$ cat config.mk
export PLATFORM = sky130hd
export DESIGN_NAME = mult_div_unit
export DESIGN_NICKNAME = d
export VERILOG_FILES = /design/src/rtl/mult_div_unit.sv
export SDC_FILE = /design/constraint.sdc
export NUM_CORES = 1
export LEC_CHECK = 0
export CORE_UTILIZATION = 55
export DETAILED_ROUTE_END_ITERATION = 10
export GPL_TIMING_DRIVEN = 0
export HOLD_SLACK_MARGIN = 0.03
export PLACE_DENSITY_LB_ADDON = 0.1
export SETUP_SLACK_MARGIN = 0.4
export SLEW_MARGIN = 20
export SYNTH_ARGS = -nofsm -noshare
export SYNTH_HDL_FRONTEND = slang
export SYNTH_SLANG_ARGS = --single-unit
$ cat constraint.sdc
create_clock -name clock -period 12.24 [get_ports clock]
set_input_delay 1.836 -clock clock [delete_from_list [all_inputs] [get_ports clock]]
set_output_delay 1.836 -clock clock [all_outputs]
set_load 0.02 [all_outputs]
$ cat src/rtl/mult_div_unit.sv
// Multicycle signed multiply (radix-2 Booth) / divide (restoring) unit with HI/LO result registers.
// Optional macro MULTDIV_DIVZERO_DETECT_EN: short-circuit DIV by zero at acceptance and flag div_zero.
module mult_div_unit #(
   parameter int WIDTH = 32
) (
   input  logic             clock,
   input  logic             reset,
   input  logic             start,
   input  logic             op,
   input  logic [WIDTH-1:0] op_a,
   input  logic [WIDTH-1:0] op_b,
   output logic             busy,
   output logic             done,
   output logic             div_zero,
   output logic [WIDTH-1:0] HI_out,
   output logic [WIDTH-1:0] LO_out
);

   localparam int CW = $clog2(WIDTH + 1);
   localparam logic [CW-1:0] LAST = CW'(WIDTH);

   typedef enum logic [2:0] {IDLE, MULT, DIV, FIX, DONE} state_t;

   state_t         state, next_state, accept_state;
   logic           accept, div_zero_req;
   logic [CW-1:0]  count;

   logic [WIDTH:0]   acc, m, booth_sum, acc_n;
   logic [WIDTH-1:0] q, q_n;
   logic             q_m1, q_m1_n;

   logic [WIDTH-1:0] rem, quo, dvs, rem_n, quo_n, abs_a, abs_b;
   logic [WIDTH:0]   rem_shift;
   logic [WIDTH+1:0] trial;
   logic             sign_a, sign_b;

`ifdef MULTDIV_DIVZERO_DETECT_EN
   assign div_zero_req = op && (op_b == '0);
`else
   assign div_zero_req = 1'b0;
`endif

   assign accept       = start && (state == IDLE || state == DONE);
   assign accept_state = !op ? MULT : (div_zero_req ? DONE : DIV);
   assign abs_a        = op_a[WIDTH-1] ? -op_a : op_a;
   assign abs_b        = op_b[WIDTH-1] ? -op_b : op_b;

   always_ff @(posedge clock or posedge reset) begin
      if (reset) state <= IDLE;
      else       state <= next_state;
   end

   always_comb begin
      next_state = state;
      busy       = 1'b0;
      done       = 1'b0;
      case (state)
         IDLE: if (start) next_state = accept_state;
         MULT: begin
            busy = 1'b1;
            if (count == LAST) next_state = DONE;
         end
         DIV: begin
            busy = 1'b1;
            if (count == LAST) next_state = FIX;
         end
         FIX: begin
            busy       = 1'b1;
            next_state = DONE;
         end
         DONE: begin
            done       = 1'b1;
            next_state = start ? accept_state : IDLE;
         end
         default: next_state = IDLE;
      endcase
   end

   // Booth step: the WIDTH+1-bit accumulator keeps acc - M from overflowing when M is the most negative value.
   always_comb begin
      case ({q[0], q_m1})
         2'b01:   booth_sum = acc + m;
         2'b10:   booth_sum = acc - m;
         default: booth_sum = acc;
      endcase
      {acc_n, q_n, q_m1_n} = {booth_sum[WIDTH], booth_sum, q};
   end

   // Restoring step on magnitudes; a borrow out of the trial subtraction means restore.
   always_comb begin
      rem_shift = {rem, quo[WIDTH-1]};
      trial     = {1'b0, rem_shift} - {2'b00, dvs};
      if (trial[WIDTH+1]) begin
         rem_n = rem_shift[WIDTH-1:0];
         quo_n = {quo[WIDTH-2:0], 1'b0};
      end else begin
         rem_n = trial[WIDTH-1:0];
         quo_n = {quo[WIDTH-2:0], 1'b1};
      end
   end

   always_ff @(posedge clock or posedge reset) begin
      if (reset) begin
         count    <= '0;
         acc      <= '0;
         m        <= '0;
         q        <= '0;
         q_m1     <= 1'b0;
         rem      <= '0;
         quo      <= '0;
         dvs      <= '0;
         sign_a   <= 1'b0;
         sign_b   <= 1'b0;
         div_zero <= 1'b0;
         HI_out   <= '0;
         LO_out   <= '0;
      end else if (accept) begin
         count    <= '0;
         acc      <= '0;
         m        <= {op_a[WIDTH-1], op_a};
         q        <= op_b;
         q_m1     <= 1'b0;
         rem      <= '0;
         quo      <= abs_a;
         dvs      <= abs_b;
         sign_a   <= op_a[WIDTH-1];
         sign_b   <= op_b[WIDTH-1];
         div_zero <= div_zero_req;
      end else begin
         case (state)
            MULT: begin
               if (count == LAST) begin
                  HI_out <= acc[WIDTH-1:0];
                  LO_out <= q;
               end else begin
                  acc   <= acc_n;
                  q     <= q_n;
                  q_m1  <= q_m1_n;
                  count <= count + CW'(1);
               end
            end
            DIV: begin
               if (count == LAST) begin
                  quo <= (sign_a ^ sign_b) ? -quo : quo;
                  rem <= sign_a ? -rem : rem;
               end else begin
                  rem   <= rem_n;
                  quo   <= quo_n;
                  count <= count + CW'(1);
               end
            end
            FIX: begin
               HI_out   <= rem;
               LO_out   <= quo;
               div_zero <= 1'b0;
            end
            default: ;
         endcase
      end
   end

endmodule

==> impl_metrics.yaml, run 1 <==
timing:
  fmax_ghz: 0.195
  hold_violations: 0
  drv_slew: 0
  tightestPinTransition_ns: 1.18
  fin_hold_ws_ns: 0.479
  period_share_pct: 41.9
  finalClockSkew_ns: 0.0328
  slew_headroom_pct: 20.4
  rsz0062_at_grt: "no"
  setup_viol: 0
  period_minus_slack_ns: 5.13
  setup_tns_ns: 0
floorplan:
  coreArea_um2: 32600
  die_w_um: 184
  die_h_um: 184
  die_area_um2: 33900
  initial_core_util_pct: 55.9
  ios: 135
  rows: 66
routing:
  routed_via_density: 6.37
  wl_per_cell_um: 22.6
  drc: 0
  first_pass_iters: 6
  wl_um: 64400
  final_antenna_net_count: 0
  drtIter0Drc: 1902
  vias: 18154
final_layout:
  area_growth_pct: 16.5
  final_cells: 2852
  stdcell_area_um2: 21300
  multi_input_area_um2: 10800
  layout-drive-gt1-share_pct: 3.86
  nNetsFinal: 2527
  fillers: 2837
  seqCellArea_um2: 6680
  final_util_pct: 65.2
  diodes: 0
global_route:
  grt_antenna_before_repair: 0
  grt_pass1_wl_um: 97300
  grt_max_degree: 108
  track_usage_pct: 37.8
  grt_pass1_vias: 16777
  overflow: 0
setup_path:
  startpoint_type: "flop"
  endpoint_kind: "flop"
  path_cells: "or4_1, nor4_1, nand3b_1, nor2_1, and2_1, nor2_1, xnor2_1, ha_1, and3_1, nand3_1, nor3_1, a31oi_1, a31oi_1, o22ai_1, o311ai_0, xnor2_1, o211ai_1"
  critPathKind: "flop to flop"
  r2r_cells: 17
  worstPathArrival_ns: 5.58
  crit_fanout: 4
  slowest_stage: "or4_1"
  rrSetupSlack_ns: 7.11
  endpoint: "acc[25]"
  max_stage_delay_ns: 0.60
  worstPathRequired_ns: 12.69
  startpoint: "m[11]"
  r2r_end: "acc[25]"
  timing.rr.start: "m[11]"
placement:
  detailed_place_hpwl_um: 48700
  place_inst: 2794
  placed_cell_area_um2: 20200
  portBuffers: 133
  gp_congestion: 0.966
clock_tree:
  ctsHoldBuffers: 0
  clk_transition_reported_paths_ns: 0.06
  h-tree-depth: 1
  clockBufferDepth: 3
  ctsResizeCount: 0
  clkSinkCount: 267
  postCtsSetupBuffers: 0
  cts_made_buffers: 31
  clock_latency_ns: 0.61
  cts_tree: "yes"
  cts_root_buf: "clkbuf_16"
yosys:
  synth_edf_count: 0
  yosysWarnings: 0
  ys_seq_area_share_pct: 36.6
  yosysUniqueCellTypes: 79
  syn-num-nets: 2359
  synthCells: 2217
  synth_area_leader_cell: "dfrtp_1"
  synth_top_area_share_pct: 36.6
  ys_seq_elements: 267
  synth_area_leaders: "dfrtp_1 37%, nand2_1 7.4%, o21ai_0 6.1%"
  synth_area_per_cell_um2: 8.23
  async_flop_share_pct: 100
  synth_area_um2: 18300
  synth_top_flop_cell: "dfrtp_1"
power_and_ir_drop:
  vdd_drop_max_mv: 0.174
  p_leak_nw: 9.56
  powerDensity_nw_per_um2: 329
run:
  cap_violations: 0
outcome:
  status: "finished clean"
hold_path:
  hold_class: "flop to flop"
==> cell usage after synthesis (all sizes together) (3+ instances only) <==
cell type    n
nand2b      16
a211oi       9
nand4        6
a31oi       40
nor3        50
o211ai      25
o211a        6
a21o        34
a21oi      158
o22ai       13
xor2        74
clkbuf     107
a211o        3
inv         84
and4         5
o41ai       11
nand2      360
ha          72
a22oi       33
dfrtp      267
o311ai       5
and3        12
nand3       79
o2111ai      3
mux2i       91
or3         18
o21ai      226
nor3b        5
o21bai       8
and2        11
o221ai      13
o31ai       29
or2         10
nor4        19
a311oi       5
nor2b       10
a32oi        6
a221oi       5
nand3b       5
or4         10
buf         13
nor2       143
xnor2       76
o21a        14
==> power by group <==
group	switching [mW]	internal, mW	leakage, nW
logic	2.58	1.64	5.66
clock network	0.414	0.563	0.515
registers	0.522	1.29	3.39
==> cell families after synthesis <==
| logic type | Yosys count | share of synthesized area [%] |
|---|---|---|
| AOI/OAI and AO/OA | 662 | 22.3 |
| xor gates and xnor gates | 150 | 7.20 |
| adders and majority gates | 74 | 5.16 |
| buffers and inverters | 204 | 4.50 |
| DFF | 267 | 36.6 |
| muxes | 93 | 5.11 |
| other | 1 | 0.0205 |
| and+or+nand+nor | 766 | 19.1 |
==> placed cells by master (no fill, tap or decap), types with 72 or more instances in the layout <==
cell type,count
a21oi_1,158
mux2i_1,91
xnor2_1,76
nand3_1,79
dfrtp_1,267
inv_1,83
nand2_1,359
clkbuf_1,109
nor2_1,143
o21ai_0,224
clkdlybuf4s50_1,133
xor2_1,74
ha_1,72
==> layer usage <==
layer  wire [µm]  global-route usage (%)  share of wire (%)  vias up
met5           0                       0                  0        -
met1       27600                    51.7                 43     8840
met3        5160                    6.42                8.0      165
met4        2450                    13.2                3.8        0
met2       29200                    60.5                 45      867
li1            -                       -                  -     8282
==> critical path: cells and delay by family (launching register included) <==
family	cells	cell delay, ns
flip-flops	1	0.43
XOR/XNOR	2	0.64
AO/OA/AOI/OAI	5	1.40
AND/OR/NAND/NOR	9	2.23
adder cells (fa/ha/maj)	1	0.26
==> per-stage QoR <==
| stage | setup slack [ns] | power [mW] |
|---|---|---|
| after floorplan | 3.05 | 4.58 |
| after global placement | -0.416 | 5.80 |
| after detailed placement | 7.23 | 5.90 |
| after CTS | 7.22 | 6.90 |
| after global routing | 6.67 | 7.46 |
| final | 7.11 | 7.00 |
==> flip-flops by register name, indices dropped and copies added (netlist names) <==
name and flops:
state 3, sign_b 1, q 32, count 6
dvs 32, acc 32, m 32, rem 32
q_m1 1, quo 32, LO_out 32, HI_out 32
==> cell type report <==
class                   count  area share, %
clock buffers              41           4.06
well taps                 442           2.60
multi-input cells        1746           50.6
inverters                  84           1.52
repair buffers            135           6.52
flip-flops and latches    267           31.4
clock inverters            17          0.941
plain buffers             120           2.38
==> worst min-delay path by stage <==
| stage | from | to | slack, ns | cells past startpoint |
|---|---|---|---|---|
| 4_1_cts | LO_out[22] | LO_out[22] | 0.48 | 2 |
| 2_1_floorplan | dvs[10] | dvs[10] | 0.45 | 2 |
| 6_report | LO_out[22] | LO_out[22] | 0.48 | 2 |
| 5_1_grt | LO_out[19] | LO_out[19] | 0.51 | 2 |
| 3_5_place_dp | LO_out[22] | LO_out[22] | 0.47 | 2 |
| 3_3_place_gp | HI_out[8] | HI_out[8] | 0.46 | 2 |
Power figures use the tool's default switching activity.
==> run 2: changes to the inputs <==
- CORE_UTILIZATION: 55 -> 54
- clock period: 12.24 -> 4.4 ns (I/O delays scaled with it)
==> run 2 against run 1 <==
Net effect:
- wire length rose by 1.6%
- critical path type unchanged
- maximum frequency rose by 25%
- non-clock buffer count grew 32
- final area rose by 4.2%
- combinational power increased to 3.1 times the previous value
- utilization grew 2.2 points
- count of clock-buffer cells in the layout increased by 5
- critical endpoint is now acc[28]
- first-iteration DRC count down 1.6%
- clock skew down 0.013 ns
- highest routed layer unchanged
- hold slack better by 0.0026 ns
- power rose to 2.9 times the previous value
==> impl_metrics.yaml, run 2 (same netlist as run 1, synthesis figures left out) <==
clock_tree:
  clkSinkCount: 267
  clk_transition_reported_paths_ns: 0.06
  cts_made_buffers: 31
  cts_root_buf: "clkbuf_16"
  clock_latency_ns: 0.59
  cts_tree: "yes"
  ctsHoldBuffers: 0
  h-tree-depth: 1
  clockBufferDepth: 3
routing:
  routed_via_density: 6.36
  drtIter0Drc: 1872
  wl_um: 65400
  wl_per_cell_um: 22.7
  drc: 0
  vias: 18323
  final_antenna_net_count: 0
  first_pass_iters: 6
floorplan:
  ios: 135
  initial_core_util_pct: 55.5
  coreArea_um2: 32900
  rows: 66
  die_w_um: 186
  die_area_um2: 34500
  die_h_um: 186
hold_path:
  hold_start: "dvs[23]"
  hold_class: "flop to flop"
placement:
  detailed_place_hpwl_um: 49900
  portBuffers: 133
  placed_cell_area_um2: 20300
  dp_slack_ns: -0.326
  place_inst: 2800
  gp_congestion: 0.951
setup_path:
  timing.rr.start: "m[10]"
  path_cells: "or4_4, nor4_4, nand3b_1, buf_6, nor2_4, nor2_2, xnor2_2, ha_4, buf_4, a21oi_2, o21bai_1, a21oi_2, o21ai_1, a21o_2, a311oi_2, xor2_1, o211ai_1"
  crit_fanout: 4
  worstPathRequired_ns: 4.86
  worstPathArrival_ns: 4.56
  startpoint_type: "flop"
  critPathKind: "flop to flop"
  endpoint_kind: "flop"
  startpoint: "m[10]"
  rrSetupSlack_ns: 0.30
  max_stage_delay_ns: 0.58
  slowest_stage: "or4_4"
  critPathMostFrequentCell: "a21oi_2"
final_layout:
  final_cells: 2883
  nNetsFinal: 2559
  final_util_pct: 67.4
  layout_commonest_cell: "nand2_1"
  stdcell_area_um2: 22200
  layout-drive-gt1-share_pct: 8.52
  final_cell_mix: "358 x nand2_1, 265 x dfrtp_1, 217 x o21ai_0"
  area_growth_pct: 21.4
power_and_ir_drop:
  p_leak_nw: 9.88
  p_int_mw: 10.3
  seqPwrFrac_pct: 24.7
  vdd_drop_max_mv: 0.491
  power.share.combinational_pct: 62.7
  swShare_pct: 50.0
  clkPwrFrac_pct: 12.6
  switchingPower_mw: 10.3
  powerDensity_nw_per_um2: 930
timing:
  hold_violations: 0
  rsz0062_at_grt: "yes"
  tightestPinTransition_ns: 0.912
  period_share_pct: 93.2
  period_minus_slack_ns: 4.10
  fin_hold_ws_ns: 0.482
  drv_slew: 0
  fin_ws_ns: 0.301
  finalClockSkew_ns: 0.0193
  fmax_ghz: 0.244
  slew_headroom_pct: 38.9
  setup_viol: 0
global_route:
  grt_pass1_wl_um: 98600
  grt_max_degree: 36
  track_usage_pct: 37.5
  grt_pass1_vias: 16853
  grt_antenna_before_repair: 0
  overflow: 0
run:
  cap_violations: 0
outcome:
  status: "finished clean"
-- run 2: changes by cell type in the layout (fill, tap and decap cells not counted), moves of 10 or more --
| cell | before | now |
|---|---|---|
| a21oi_1 | 158 | 146 |
| buf_4 | 2 | 25 |
| a21oi_2 | 0 | 10 |
| xnor2_1 | 76 | 61 |
| ha_1 | 72 | 60 |
| xnor2_2 | 0 | 13 |
-- run 2: layout make-up --
type                    count  area, µm²
multi-input cells        1746      11400
fillers                  2799      10700
flip-flops and latches    267       6680
repair buffers            167       1700
clock buffers              46        892
well taps                 442        553
plain buffers             120        513
inverters                  84        319
clock inverters            10        123
diodes                      1       2.50
-- run 2: stage by stage --
stage          total power, mW  setup TNS, ns
2_1_floorplan             12.7              0
4_1_cts                   19.4              0
3_3_place_gp              16.2        -473.71
6_report                  20.6              0
3_5_place_dp              16.5         -0.387
5_1_grt                   21.9              0
-- run 2: what timing repair did --
action | CTS | global route
endpoints found under the setup margin | 16 | 21
pin swaps | 6 | 54
gates resized for setup | 25 | 100
buffers inserted | 3 | 23
-- run 2: worst paths after layout --
check / end / cells after the start
max: acc[28] / 17
min: dvs[23] / 2
max reg2reg: acc[28] / 17
min reg2reg: dvs[23] / 2
max in group asynchronous: m[11] / 5
min in group asynchronous: dvs[13] / 2
-- run 2: power groups by stage --
stage | combinational (mW) | clock, mW | sequential (mW)
final | 12.9 | 2.61 | 5.09
after global routing | 14.0 | 2.72 | 5.17
after CTS | 11.7 | 2.62 | 5.01
after detailed placement | 11.5 | 0 | 5.01
after global placement | 11.2 | 0 | 4.98
after floorplan | 8.04 | 0 | 4.70
-- run 2: per-layer routing --
layer	up-vias	GRT usage [%]	routed length, µm
met5	-	0	0
met4	0	11.2	2030
met3	141	4.70	5280
met2	922	60.3	30300
met1	8917	52.8	27900
li1	8343	-	-
-- run 2: critical path: cells and delay by family (launching register included) --
| family | cells | cell delay, ns |
|---|---|---|
| fa+ha+maj | 1 | 0.27 |
| simple gates | 5 | 1.24 |
| xor+xnor | 2 | 0.52 |
| compound gates | 7 | 1.18 |
| buf+inv | 2 | 0.33 |
| flops | 1 | 0.43 |
==> run 3: changes to the inputs <==
- ABC_CLOCK_PERIOD_IN_PS: unset -> 4400
- CORE_UTILIZATION: 54 -> 39
==> run 3 against run 2 <==
Net effect:
- first-iteration DRC count decreased by 17%
- setup slack better by 0.20 ns
- global-route usage decreased by 8.5 points
- critical path type unchanged
- largest cell class unchanged
==> impl_metrics.yaml, run 3 (same netlist as run 1, synthesis figures left out) <==
placement:
  gp_congestion: 0.905
  place_inst: 2960
  detailed_place_hpwl_um: 53800
  dp_slack_ns: -0.392
  portBuffers: 133
run:
  cap_violations: 0
clock_tree:
  h-tree-depth: 2
  cts_tree: "yes"
  clockBufferDepth: 3
  cts_made_buffers: 35
  cts_root_buf: "clkbuf_16"
  ctsHoldBuffers: 0
  clkSinkCount: 267
  clk_transition_reported_paths_ns: 0.06
  clock_latency_ns: 0.55
timing:
  setup_viol: 0
  fmax_ghz: 0.256
  drv_slew: 0
  finalClockSkew_ns: 0.0187
  hold_violations: 0
  period_minus_slack_ns: 3.90
  period_share_pct: 88.7
  slew_headroom_pct: 29.8
  tightestPinTransition_ns: 1.04
  fin_ws_ns: 0.499
  rsz0062_at_grt: "no"
  fin_hold_ws_ns: 0.477
routing:
  drtIter0Drc: 1549
  wl_per_cell_um: 22.9
  routed_via_density: 5.89
  vias: 17944
  wl_um: 69800
  drc: 0
  first_pass_iters: 8
  final_antenna_net_count: 0
floorplan:
  rows: 78
  die_area_um2: 47700
  die_h_um: 218
  initial_core_util_pct: 39.9
  die_w_um: 218
  ios: 135
  coreArea_um2: 45800
final_layout:
  final_cells: 3044
  area_growth_pct: 22.4
  layout-drive-gt1-share_pct: 7.82
  final_util_pct: 48.8
  nNetsFinal: 2562
  layout_commonest_cell: "nand2_1"
  final_cell_mix: "358 x nand2_1, 265 x dfrtp_1, 222 x o21ai_0"
  fillers: 4485
  diodes: 0
setup_path:
  r2r_cells: 17
  r2r_end: "acc[23]"
  endpoint_kind: "flop"
  startpoint_type: "flop"
  worstPathRequired_ns: 4.79
  rrSetupSlack_ns: 0.50
  timing.rr.start: "m[11]"
  crit_fanout: 4
  startpoint: "m[11]"
  endpoint: "acc[23]"
  worstPathArrival_ns: 4.29
  critPathKind: "flop to flop"
outcome:
  status: "finished clean"
power_and_ir_drop:
  powerDensity_nw_per_um2: 920
  p_leak_nw: 9.93
  vdd_drop_max_mv: 0.396
global_route:
  grt_antenna_before_repair: 0
  grt_pass1_wl_um: 105000
  track_usage_pct: 29.1
  overflow: 0
  grt_max_degree: 32
  grt_pass1_vias: 16980
hold_path:
  hold_class: "flop to flop"
run 3: area by class of cell:
cell class                      instances  area, µm²  area share (%)
Multi-Input combinational cell       1746      11200            50.0
Sequential cell                       267       6680            29.9
Tap cell                              600        751            3.36
Timing Repair Buffer                  166       1730            7.73
Buffer                                120        513            2.30
Clock buffer                           47       1020            4.58
Inverter                               84        319            1.43
Clock inverter                         14        154           0.689
run 3: layer usage:
| metal | vias to the layer above | part of all wire, % | global-route usage, % |
|---|---|---|---|
| met2 | 635 | 46 | 46.3 |
| met1 | 8844 | 45 | 40.2 |
| met5 | - | 0 | 0 |
| li1 | 8349 | - | - |
| met3 | 116 | 5.1 | 3.22 |
| met4 | 0 | 3.6 | 11.4 |
run 3: power breakdown:
group	switching [mW]	internal, mW
registers	1.52	3.58
logic	7.49	4.98
clock network	1.17	1.81
total	10.2	10.4
run 3: stage by stage:
step	area (µm²)	setup TNS (ns)	power, mW
after global placement	20300	-548.67	16.4
after global routing	22300	0	21.9
after detailed placement	20600	-0.758	16.6
after CTS	22000	0	20.0
final	22300	0	20.5
after floorplan	18300	0	12.7
run 3: worst max-delay path: stages, from the launching register on:
cell,delay (ns)
dfrtp_2,0.42
or4_4,0.57
nor4_4,0.17
nand3b_1,0.18
nor2_2,0.15
and2_4,0.17
nor2_1,0.06
xnor2_2,0.33
ha_4,0.27
and3_4,0.16
nand3_4,0.11
inv_2,0.05
a31oi_4,0.24
a31oi_4,0.14
buf_6,0.16
a311oi_2,0.28
xor2_1,0.17
o211ai_1,0.13
run 3: worst min path at each step:
| stage | start | end | slack [ns] | cells after the start |
|---|---|---|---|---|
| 6_report | dvs[28] | dvs[28] | 0.48 | 2 |
| 3_3_place_gp | dvs[26] | dvs[26] | 0.47 | 2 |
| 2_1_floorplan | dvs[10] | dvs[10] | 0.45 | 2 |
| 5_1_grt | HI_out[16] | HI_out[16] | 0.51 | 2 |
| 4_1_cts | dvs[26] | dvs[26] | 0.48 | 2 |
| 3_5_place_dp | dvs[17] | dvs[17] | 0.47 | 2 |
run 3: repair_timing:
| item | CTS | global route |
|---|---|---|
| pin swaps | 20 | 27 |
| gates resized for setup | 42 | 42 |
| buffers inserted | 10 | 13 |
| setup endpoints to repair | 14 | 17 |
| gates cloned | 0 | 0 |
